[src/rtl/int_ctl_pkg.sv]
// rtl/int_ctl_pkg.sv - shared major-cycle/phase codes and opcodes for the interrupt controller
// Contents: F/D/E/H phase codes carried on the 5-bit state bus, the JMS 0 opcode,
// and a helper that recognises the halt (H) phases.
package int_ctl_pkg;

  localparam logic [4:0] F0 = 5'd0;
  localparam logic [4:0] F1 = 5'd1;
  localparam logic [4:0] F2 = 5'd2;
  localparam logic [4:0] F3 = 5'd3;
  localparam logic [4:0] D0 = 5'd4;
  localparam logic [4:0] D1 = 5'd5;
  localparam logic [4:0] D2 = 5'd6;
  localparam logic [4:0] D3 = 5'd7;
  localparam logic [4:0] E0 = 5'd8;
  localparam logic [4:0] E1 = 5'd9;
  localparam logic [4:0] E2 = 5'd10;
  localparam logic [4:0] E3 = 5'd11;
  localparam logic [4:0] H0 = 5'd12;
  localparam logic [4:0] H1 = 5'd13;
  localparam logic [4:0] H2 = 5'd14;
  localparam logic [4:0] H3 = 5'd15;

  // Instruction forced into IR when an interrupt is taken
  localparam logic [11:0] JMS_0 = 12'o4000;

  function automatic logic is_h_phase(input logic [4:0] s);
    return (s >= H0) && (s <= H3);
  endfunction

endpackage

[src/rtl/irq_sync.sv]
// rtl/irq_sync.sv - NDEV-wide, SYNC_STAGES-deep synchronizer bank for device requests
// Ports:
//   clk   - system clock
//   reset - synchronous, active-high; clears every stage
//   d     - asynchronous device request lines
//   q     - synchronized request lines (last stage)
module irq_sync #(
  parameter int NDEV        = 8,
  parameter int SYNC_STAGES = 2
) (
  input  logic            clk,
  input  logic            reset,
  input  logic [NDEV-1:0] d,
  output logic [NDEV-1:0] q
);
  import int_ctl_pkg::*;

  logic [NDEV-1:0] stg_q [SYNC_STAGES];
  logic [NDEV-1:0] stg_d [SYNC_STAGES];

  always_comb begin
    stg_d[0] = d;
    for (int i = 1; i < SYNC_STAGES; i++) begin
      stg_d[i] = stg_q[i-1];
    end
  end

  always_ff @(posedge clk) begin
    if (reset) begin
      for (int i = 0; i < SYNC_STAGES; i++) begin
        stg_q[i] <= '0;
      end
    end else begin
      for (int i = 0; i < SYNC_STAGES; i++) begin
        stg_q[i] <= stg_d[i];
      end
    end
  end

  assign q = stg_q[SYNC_STAGES-1];

endmodule

[src/rtl/int_ctl.sv]
// rtl/int_ctl.sv - interrupt request/grant controller feeding the interrupt-enable block
// Ports:
//   clk, reset       - system clock, synchronous active-high reset
//   clear            - synchronous clear, same effect as reset
//   state            - major-cycle/phase code (F0..H3)
//   instr_end        - strobe in the final phase of every instruction
//   run              - processor running
//   dev_irq          - asynchronous level-sensitive device requests
//   ui, int_ena, int_inh - user-interrupt flag, enable and inhibit from downstream
//   mask_wr, mask_din    - device mask load strobe and value
//   irq              - combined masked request
//   int_in_prog      - interrupt sequence in progress
//   force_jms        - IR must load JMS 0 instead of memory data
//   irq_status       - {ui, pad, masked synchronized requests}
//   int_count        - number of interrupts taken (wraps)
module int_ctl
  import int_ctl_pkg::*;
#(
  parameter int          NDEV        = 8,
  parameter int          SYNC_STAGES = 2,
  parameter logic [11:0] MASK_RST    = 12'o7777
) (
  input  logic            clk,
  input  logic            reset,
  input  logic            clear,
  input  logic [4:0]      state,
  input  logic            instr_end,
  input  logic            run,
  input  logic [NDEV-1:0] dev_irq,
  input  logic            ui,
  input  logic            int_ena,
  input  logic            int_inh,
  input  logic            mask_wr,
  input  logic [11:0]     mask_din,
  output logic            irq,
  output logic            int_in_prog,
  output logic            force_jms,
  output logic [11:0]     irq_status,
  output logic [11:0]     int_count
);

  typedef enum logic [1:0] {
    IDLE = 2'd0,
    TAKE = 2'd1,
    RUNJ = 2'd2
  } fsm_t;

  logic rst;
  assign rst = reset | clear;

  logic [NDEV-1:0] sync_vec;

  irq_sync #(
    .NDEV        (NDEV),
    .SYNC_STAGES (SYNC_STAGES)
  ) u_irq_sync (
    .clk   (clk),
    .reset (rst),
    .d     (dev_irq),
    .q     (sync_vec)
  );

  logic [11:0] mask_q, mask_d;
  logic [11:0] req_full;
  logic [11:0] status_q, status_d;
  logic        irq_q, irq_d;
  logic [11:0] count_q, count_d;
  fsm_t        fsm_q, fsm_d;

  // Full 12-bit mask is kept; bits at or above NDEV meet zero-extended sync bits.
  always_comb begin
    mask_d = mask_q;
    if (mask_wr) begin
      mask_d = mask_din;
    end
    req_full     = 12'(sync_vec) & mask_q;
    irq_d        = (|req_full) | ui;
    status_d     = req_full;
    status_d[11] = ui;
  end

  // Entry is only from IDLE; once taken the sequence ignores irq, run and instr_end
  // and leaves only on the forced instruction's F3/E3 or an H-phase abort.
  always_comb begin
    fsm_d   = fsm_q;
    count_d = count_q;
    case (fsm_q)
      IDLE: begin
        if (instr_end && run && int_ena && !int_inh && irq_q) begin
          fsm_d   = TAKE;
          count_d = count_q + 12'd1;
        end
      end
      TAKE: begin
        if (is_h_phase(state)) begin
          fsm_d = IDLE;
        end else if (state == F3) begin
          fsm_d = RUNJ;
        end
      end
      RUNJ: begin
        if (is_h_phase(state) || (state == E3)) begin
          fsm_d = IDLE;
        end
      end
      default: fsm_d = IDLE;
    endcase
  end

  always_ff @(posedge clk) begin
    if (rst) begin
      mask_q   <= MASK_RST;
      irq_q    <= 1'b0;
      status_q <= 12'd0;
      count_q  <= 12'd0;
      fsm_q    <= IDLE;
    end else begin
      mask_q   <= mask_d;
      irq_q    <= irq_d;
      status_q <= status_d;
      count_q  <= count_d;
      fsm_q    <= fsm_d;
    end
  end

  assign irq         = irq_q;
  assign irq_status  = status_q;
  assign int_count   = count_q;
  assign int_in_prog = (fsm_q != IDLE);
  assign force_jms   = (fsm_q == TAKE);

endmodule

[config.mk]
export PLATFORM = sky130hd
export DESIGN_NAME = int_ctl
export DESIGN_NICKNAME = d
export VERILOG_FILES = /design/src/rtl/int_ctl_pkg.sv /design/src/rtl/irq_sync.sv /design/src/rtl/int_ctl.sv
export SDC_FILE = /design/constraint.sdc
export NUM_CORES = 1
export LEC_CHECK = 0
export CAP_MARGIN = 20
export CORE_ASPECT_RATIO = 1.2
export CORE_MARGIN = 5
export CORE_UTILIZATION = 39
export DETAILED_ROUTE_END_ITERATION = 8
export PLACE_DENSITY = 0.74
export SETUP_SLACK_MARGIN = 0.4
export SLEW_MARGIN = 10
export SYNTH_ARGS = -nofsm -noshare
export SYNTH_HDL_FRONTEND = slang
export SYNTH_SLANG_ARGS = --single-unit
[constraint.sdc]
create_clock -name clk -period 1.8 [get_ports clk]
set_input_delay 0.45 -clock clk [delete_from_list [all_inputs] [get_ports clk]]
set_output_delay 0.45 -clock clk [all_outputs]
set_load 0.05 [all_outputs]
==> results of run 1 <==
through the flow:
stage / utilization (%) / setup WS (ps) / TNS [ps] / area, µm²
floorplan: - / -132 / -642 / 1740
global placement: 55.3 / -425 / -2950 / 2350
detailed placement: 55.3 / -500 / -3550 / 2350
CTS: 61.6 / -81.8 / -81.8 / 2620
global route: 62.9 / -117 / -387 / 2680
finish: 62.9 / -60.7 / -92.1 / 2680
worst max-delay path: cells and delay by family, from the launching register on:
kind	cells	cell delay, ps
AO/OA/AOI/OAI	1	120
flip-flops	1	350
AND/OR/NAND/NOR	3	1330
layout by cell type, fill, tap and decap left out, types with 3 or more instances in the layout:
master            n
buf_6            14
and3_1            6
or4_4             3
xnor2_1           5
a21oi_1           6
clkbuf_2          3
or3_1             5
nand3_1           3
nand2_1          14
clkbuf_8          6
nor2_1            8
dfxtp_2           7
buf_4            28
dfxtp_1          40
mux2i_1           8
and2_1           17
conb_1            3
inv_1             4
clkdlybuf4s50_1  21
o21ai_0           5
a21oi_2           3
state kept, by name, summed over array words and instances (netlist names):
signal,count
fsm_q,2
mask_q,8
irq,1
u_irq_sync.stg_q,16
irq_status,9
int_count,12
kinds of logic after synthesis:
family / count (synthesis) / share of synthesized area [%]
AO/OA/AOI/OAI: 22 / 7.52
adder cells (fa/ha/maj): 1 / 0.730
buffers and inverters: 16 / 4.23
other: 1 / 0.219
XOR/XNOR: 6 / 3.07
flip-flops: 48 / 56.1
AND/OR/NAND/NOR: 72 / 23.5
multiplexers: 8 / 4.67
repair_timing:
action	CTS	global route
endpoints found under the setup margin	20	22
pin swaps	17	8
gates resized for setup	39	23
cloned	0	0
setup buffers	6	0
endpoints found under the hold margin	0	0
layout make-up:
cell class | instances | area (µm²) | share of cell area [%]
sequential | 48 | 973 | 36.3
multi-input combinational | 112 | 787 | 29.4
timing repair buffer | 74 | 706 | 26.3
clock buffer | 6 | 82.6 | 3.08
tap | 56 | 70.1 | 2.62
clock inverter | 2 | 38.8 | 1.45
inverter | 5 | 21.3 | 0.794
metal layers:
layer / GRT usage (%) / wire length, µm / part of all wire [%]
met1: 13.4 / 1440 / 40
met2: 22.5 / 1830 / 51
met3: 4.60 / 303 / 8.4
met4: 5.75 / 48 / 1.3
met5: 0 / 0 / 0
report_power, final:
group	total (mW)	leakage (nW)	switching, mW	internal, mW
logic	0.171	0.685	0.0775	0.0931
registers	1.09	0.394	0.00712	1.08
clock network	0.795	0.0614	0.341	0.454
final timing paths:
check	startpoint	endpoint	slack, ps	depth (start not counted)
max	irq	int_count[11]	-60	4
min reg2reg	u_irq_sync.stg_q[0][2]	u_irq_sync.stg_q[0][10]	430	1
min	u_irq_sync.stg_q[0][2]	u_irq_sync.stg_q[0][10]	430	1
max reg2reg	irq	int_count[11]	-60	4
==> key figures, run 1 <==
Outcome
  • Status: complete, but fails checks
  • Failing checks: setup timing

Route
  • Via density: between 4 and 5
  • Via count: between 1,000 and 1,500
  • DRC: 0
  • ANT nets after route: 0
  • Drt wl/cell: approximately 12 µm
  • Starting DRT DRC Count: 23
  • Routed wire length: between 3000 and 4000 µm
  • Drt first pass iters: 4

Floorplan
  • Initial core utilization: between 40% and 50%
  • Area of the core: ~4300 µm²
  • # IOs: 61
  • Width of the die: between 70 and 80 µm
  • Die ar.: a little under 6000 µm²
  • Die Span Y: between 80 and 90 µm
  • Site Rows: 26

Worst hold path
  • Hold Path Class: register to register

Power and ir drop
  • Leakage Power: roughly 1.1 nW
  • Power, Total: around 2 mW
  • Peak supply drop: 0.000654 V
  • Cell Pwr Density: 766 nW/µm²

Worst setup path
  • WP data required: approximately 2000 ps
  • Critical-path cell list: or3b_4 -> or4_4 -> or4_4 -> a21oi_2
  • Worst path max stage delay: around 520 ps
  • Crit. End Element: register
  • CP Class: register to register
  • CP max stage cell: or4_4
  • Most used cell, CP: or4_4
  • Startpoint Class: register
  • CP Max Fanout: 3
  • Critical path arrival: ~2100 ps

Logic synthesis
  • Yosys top cell area share: 56.1%
  • Synth Register Bits: 48
  • Post-synth EDFFs: 0
  • Area leader, netlist: dfxtp_1
  • Mapped Cells: around 170
  • Mapped Avg Cell Area: slightly below 10 µm²
  • Post-synthesis sequential area ratio: 56.1%
  • Synthesis warning total: 0
  • Synth unique cells: 33
  • Ranking of synthesized cells by area: dfxtp_1 56%, and2_1 6.2%, mux2i_1 4.7%
  • Most frequently used flop master after synthesis: dfxtp_1
  • Cell area after synthesis: 1710 µm²
  • Most common cell in the netlist: dfxtp_1
  • Top cells by count, synth: 48 x dfxtp_1, 17 x and2_1, 15 x nand2_1
  • Post-synthesis async set-or-reset flop share: 0%

STA
  • Fin crit period: around 1900 ps
  • Hold Slack: between 400 and 500 ps
  • Setup slack after layout: -60.7 ps
  • Fmax: 0.537 GHz
  • RSZ-0062 raised after global routing: true
  • Clock Skews: just over 9 ps
  • Final Hold Vio Count: 0
  • Slew Viols, Final: 0
  • Tcrit/Tclk final: 103%
  • Finish-stage setup viols: 2

Global route
  • Total congestion overflow: 0
  • Initial antenna violation count: 0
  • First-pass GRT wire length: a little under 6000 µm
  • Vias in the first global route: approximately 1,300
  • Largest net degree at the start of global routing: 19
  • GRT Resource Usage Total: ~13%

CTS
  • H-tree depth: 2
  • Num Clock Sinks: 48
  • CTS tree: done
  • Cts hold-fix bufs: 0
  • Num CTS Buffers: 5
  • Clock transition at path regs: 90 ps
  • CTS max path bufs: 2
  • Root Buffer: clkbuf_8
  • Worst-Skew Late Latency: 290 ps

Place
  • IO Port Bufs: 53
  • DP HPWL: approximately 2700 µm
  • Dpl cells: roughly 290
  • Placer Congestion: between 0.6 and 0.7

Final layout
  • Non-Filler Instances: 303
  • Synthesis-to-finish area growth: 56.3%
  • Share of layout cells above drive strength 1: between 30% and 40%
  • FILL cells: 379
  • Nets: approximately 280
  • Number of antenna diodes: 0

Flow run
  • Max-cap viol count: 0
Power figures use the tool's default switching activity.
==> inputs of run 2 (changes only) <==
CORE_UTILIZATION = 45   (was 39)
PLACE_DENSITY = 0.8   (was 0.74)
clock period = 2.3 ns   (was 1.8 ns; I/O delays follow)
==> run 2 against run 1 <==
  * The run now ends clean
  * Final area shrank 10%
  * Worst hold slack gained 0.73 ps
  * Worst setup slack gained 440 ps
  * Cell count shrank 5.9%
  * Non-clock buffer count shrank 14
  * Largest power group unchanged
  * Highest routed layer unchanged
==> key figures, run 2 (same netlist as run 1, synthesis figures left out) <==
STA
  • Slew Viols, Final: 0 (unchanged)
  • Rel. slew slack: approximately two thirds
  • Fmax: between 0.5 and 0.6 GHz
  • Finish-stage setup viols: 0 (-2)
  • Clock Skews: 6.14 ps (-3.15 ps)
  • RSZ-0062 raised after global routing: true
  • Slew @ Worst Pin: 515 ps
  • Tcrit/Tclk final: around 84%
  • Final Hold Vio Count: 0 (unchanged)
  • Fin crit period: 1920 ps

CTS
  • Num CTS Buffers: 5 (unchanged)
  • Num Clock Sinks: 48 (unchanged)
  • Clock transition at path regs: 90 ps (about the same)
  • CTS max path bufs: 2 (unchanged)
  • Cts hold-fix bufs: 0 (unchanged)
  • Root Buffer: clkbuf_8
  • CTS tree: done
  • Worst-Skew Late Latency: 290 ps (about the same)
  • H-tree depth: 2 (unchanged)

Worst hold path
  • Worst hold path depth: 1 (unchanged)
  • Hold Path Class: register to register
  • Hold Startpoint: u_irq_sync.stg_q[0][2]
  • Hold endpoint: u_irq_sync.stg_q[0][10]

Worst setup path
  • CP Max Fanout: 3 (unchanged)
  • WP data required: 2530 ps (+490 ps)
  • Reg2reg path depth: 4 (unchanged)
  • CP Class: input pin to register
  • FF-to-FF End: int_count[11]
  • Critical-path cell list: dlygate4sd2_1 -> nand4b_1 -> buf_4 -> or4_4 -> or4_1 -> a21oi_1
  • Startpoint Class: input pin
  • Critical path arrival: 2150 ps (+50 ps)
  • CP max stage cell: or4_4
  • Crit. End Element: register
  • Reg2reg setup slack: 420 ps (+480 ps)
  • Worst path max stage delay: 430 ps (-90 ps)
  • Critical R2R Launch: fsm_q[0]

Global route
  • First-pass GRT wire length: 5440 µm (-6.4%)
  • Initial antenna violation count: 0 (unchanged)
  • GRT Resource Usage Total: 13.5% (+0.85 points)
  • Total congestion overflow: 0 (unchanged)
  • Vias in the first global route: 1,261 (-6.3%)
  • Largest net degree at the start of global routing: 33 (+14)

Floorplan
  • Initial core utilization: 46.8% (+6.6 points)
  • Site Rows: 24 (-7.7%)
  • Area of the core: 3660 µm² (-14%)
  • Die ar.: 5150 µm² (-12%)
  • # IOs: 61 (unchanged)
  • Die Span Y: 77.6 µm (-6.1%)
  • Width of the die: 66.3 µm (-5.9%)

Route
  • Via density: 4.68 (-1.3%)
  • Routed wire length: 3260 µm (-9.7%)
  • DRC: 0 (unchanged)
  • Drt first pass iters: 4 (unchanged)
  • Via count: 1,334 (-7.2%)
  • Drt wl/cell: 11.4 µm (-4.0%)
  • ANT nets after route: 0 (unchanged)
  • Starting DRT DRC Count: 95 (+310%)

Power and ir drop
  • Peak supply drop: 0.000450 V (-31%)
  • Cell Pwr Density: 653 nW/µm² (-15%)
  • Leakage Power: 1.02 nW (-11%)

Place
  • Dpl cells: 274 (-5.2%)
  • IO Port Bufs: 53 (unchanged)
  • DP HPWL: 2430 µm (-9.1%)
  • Area after DPL: 2300 µm² (-2.4%)
  • Placer Congestion: 0.718 (+3.1%)

Final layout
  • FILL cells: 325 (-14%)
  • Synthesis-to-finish area growth: 40.4%
  • Largest Register: u_irq_sync.stg_q
  • Largest register FFs: 16 (unchanged)
  • Number of antenna diodes: 0 (unchanged)
  • Most frequent cells in the layout: 45 x dfxtp_1, 25 x clkdlybuf4s50_1, 24 x dlygate4sd2_1
  • Nets: 267 (-5.0%)
  • Core Util, Final: 65.7% (+2.8 points)
  • Share of layout cells above drive strength 1: 10.7% (-23 points)
  • Final Cell Area: 2410 µm² (-10%)
  • Non-Filler Instances: 285 (-5.9%)
  • Most common cell after layout, fill and taps aside: dfxtp_1

Outcome
  • Status: finished clean

Flow run
  • Max-cap viol count: 0 (unchanged)
-- run 2: final cells by class --
class	instances	area [µm²]	share of cell area [%]
clock inverters	3	46.3	1.92
repair buffers	60	546	22.7
clock buffers	5	68.8	2.86
well taps	52	65.1	2.70
multi-input cells	112	694	28.9
inverters	5	18.8	0.780
flip-flops and latches	48	967	40.2
-- run 2: metal layers --
layer / wire [µm] / vias to the layer above / share of wire (%) / track usage, %
met4: 12 / 0 / 0.37 / 4.27
met1: 1400 / 585 / 43 / 16.8
met3: 260 / 2 / 8.0 / 4.48
li1: - / 700 / - / -
met2: 1590 / 47 / 49 / 21.7
met5: 0 / - / 0 / 0
-- run 2: where the power goes --
part / total (mW) / leakage [nW] / switching [mW] / internal [mW]
Sequential: 0.851 / 0.391 / 0.00567 / 0.845
Clock: 0.603 / 0.0548 / 0.276 / 0.327
Combinational: 0.118 / 0.575 / 0.0536 / 0.0648
-- run 2: worst max-delay path by stage --
| stage | end | cells after the start | from | slack (ps) |
|---|---|---|---|---|
| 6_report | int_count[11] | 6 | int_inh | 380 |
| 3_5_place_dp | int_count[10] | 5 | instr_end | -120 |
| 2_1_floorplan | int_count[11] | 5 | irq | 310 |
| 5_1_grt | int_count[11] | 6 | int_inh | 350 |
| 3_3_place_gp | int_count[10] | 5 | int_inh | -70 |
| 4_1_cts | int_count[11] | 4 | fsm_q[0] | 350 |
-- run 2: repair_timing --
action / 4_1_cts / 5_1_grt
cloned: 0 / 0
resized for setup: 28 / 5
endpoints found under the setup margin: 28 / 7
pin swaps: 4 / 1
setup buffers: 3 / 0
-- run 2: metrics by stage --
stage	setup TNS (ps)	worst slack, ps	hold slack (ps)	total power, mW
floorplan	0	305	406	0.932
global placement	-227	-68.3	409	0.989
detailed placement	-436	-124	414	0.992
CTS	0	355	436	1.59
global route	0	347	454	1.64
finish	0	376	431	1.57
-- run 2: worst max-delay path: cells and delay by family --
family | cells | cell delay, ps
AOI/OAI and AO/OA | 1 | 120
and+or+nand+nor | 3 | 1050
buffers and inverters | 2 | 400
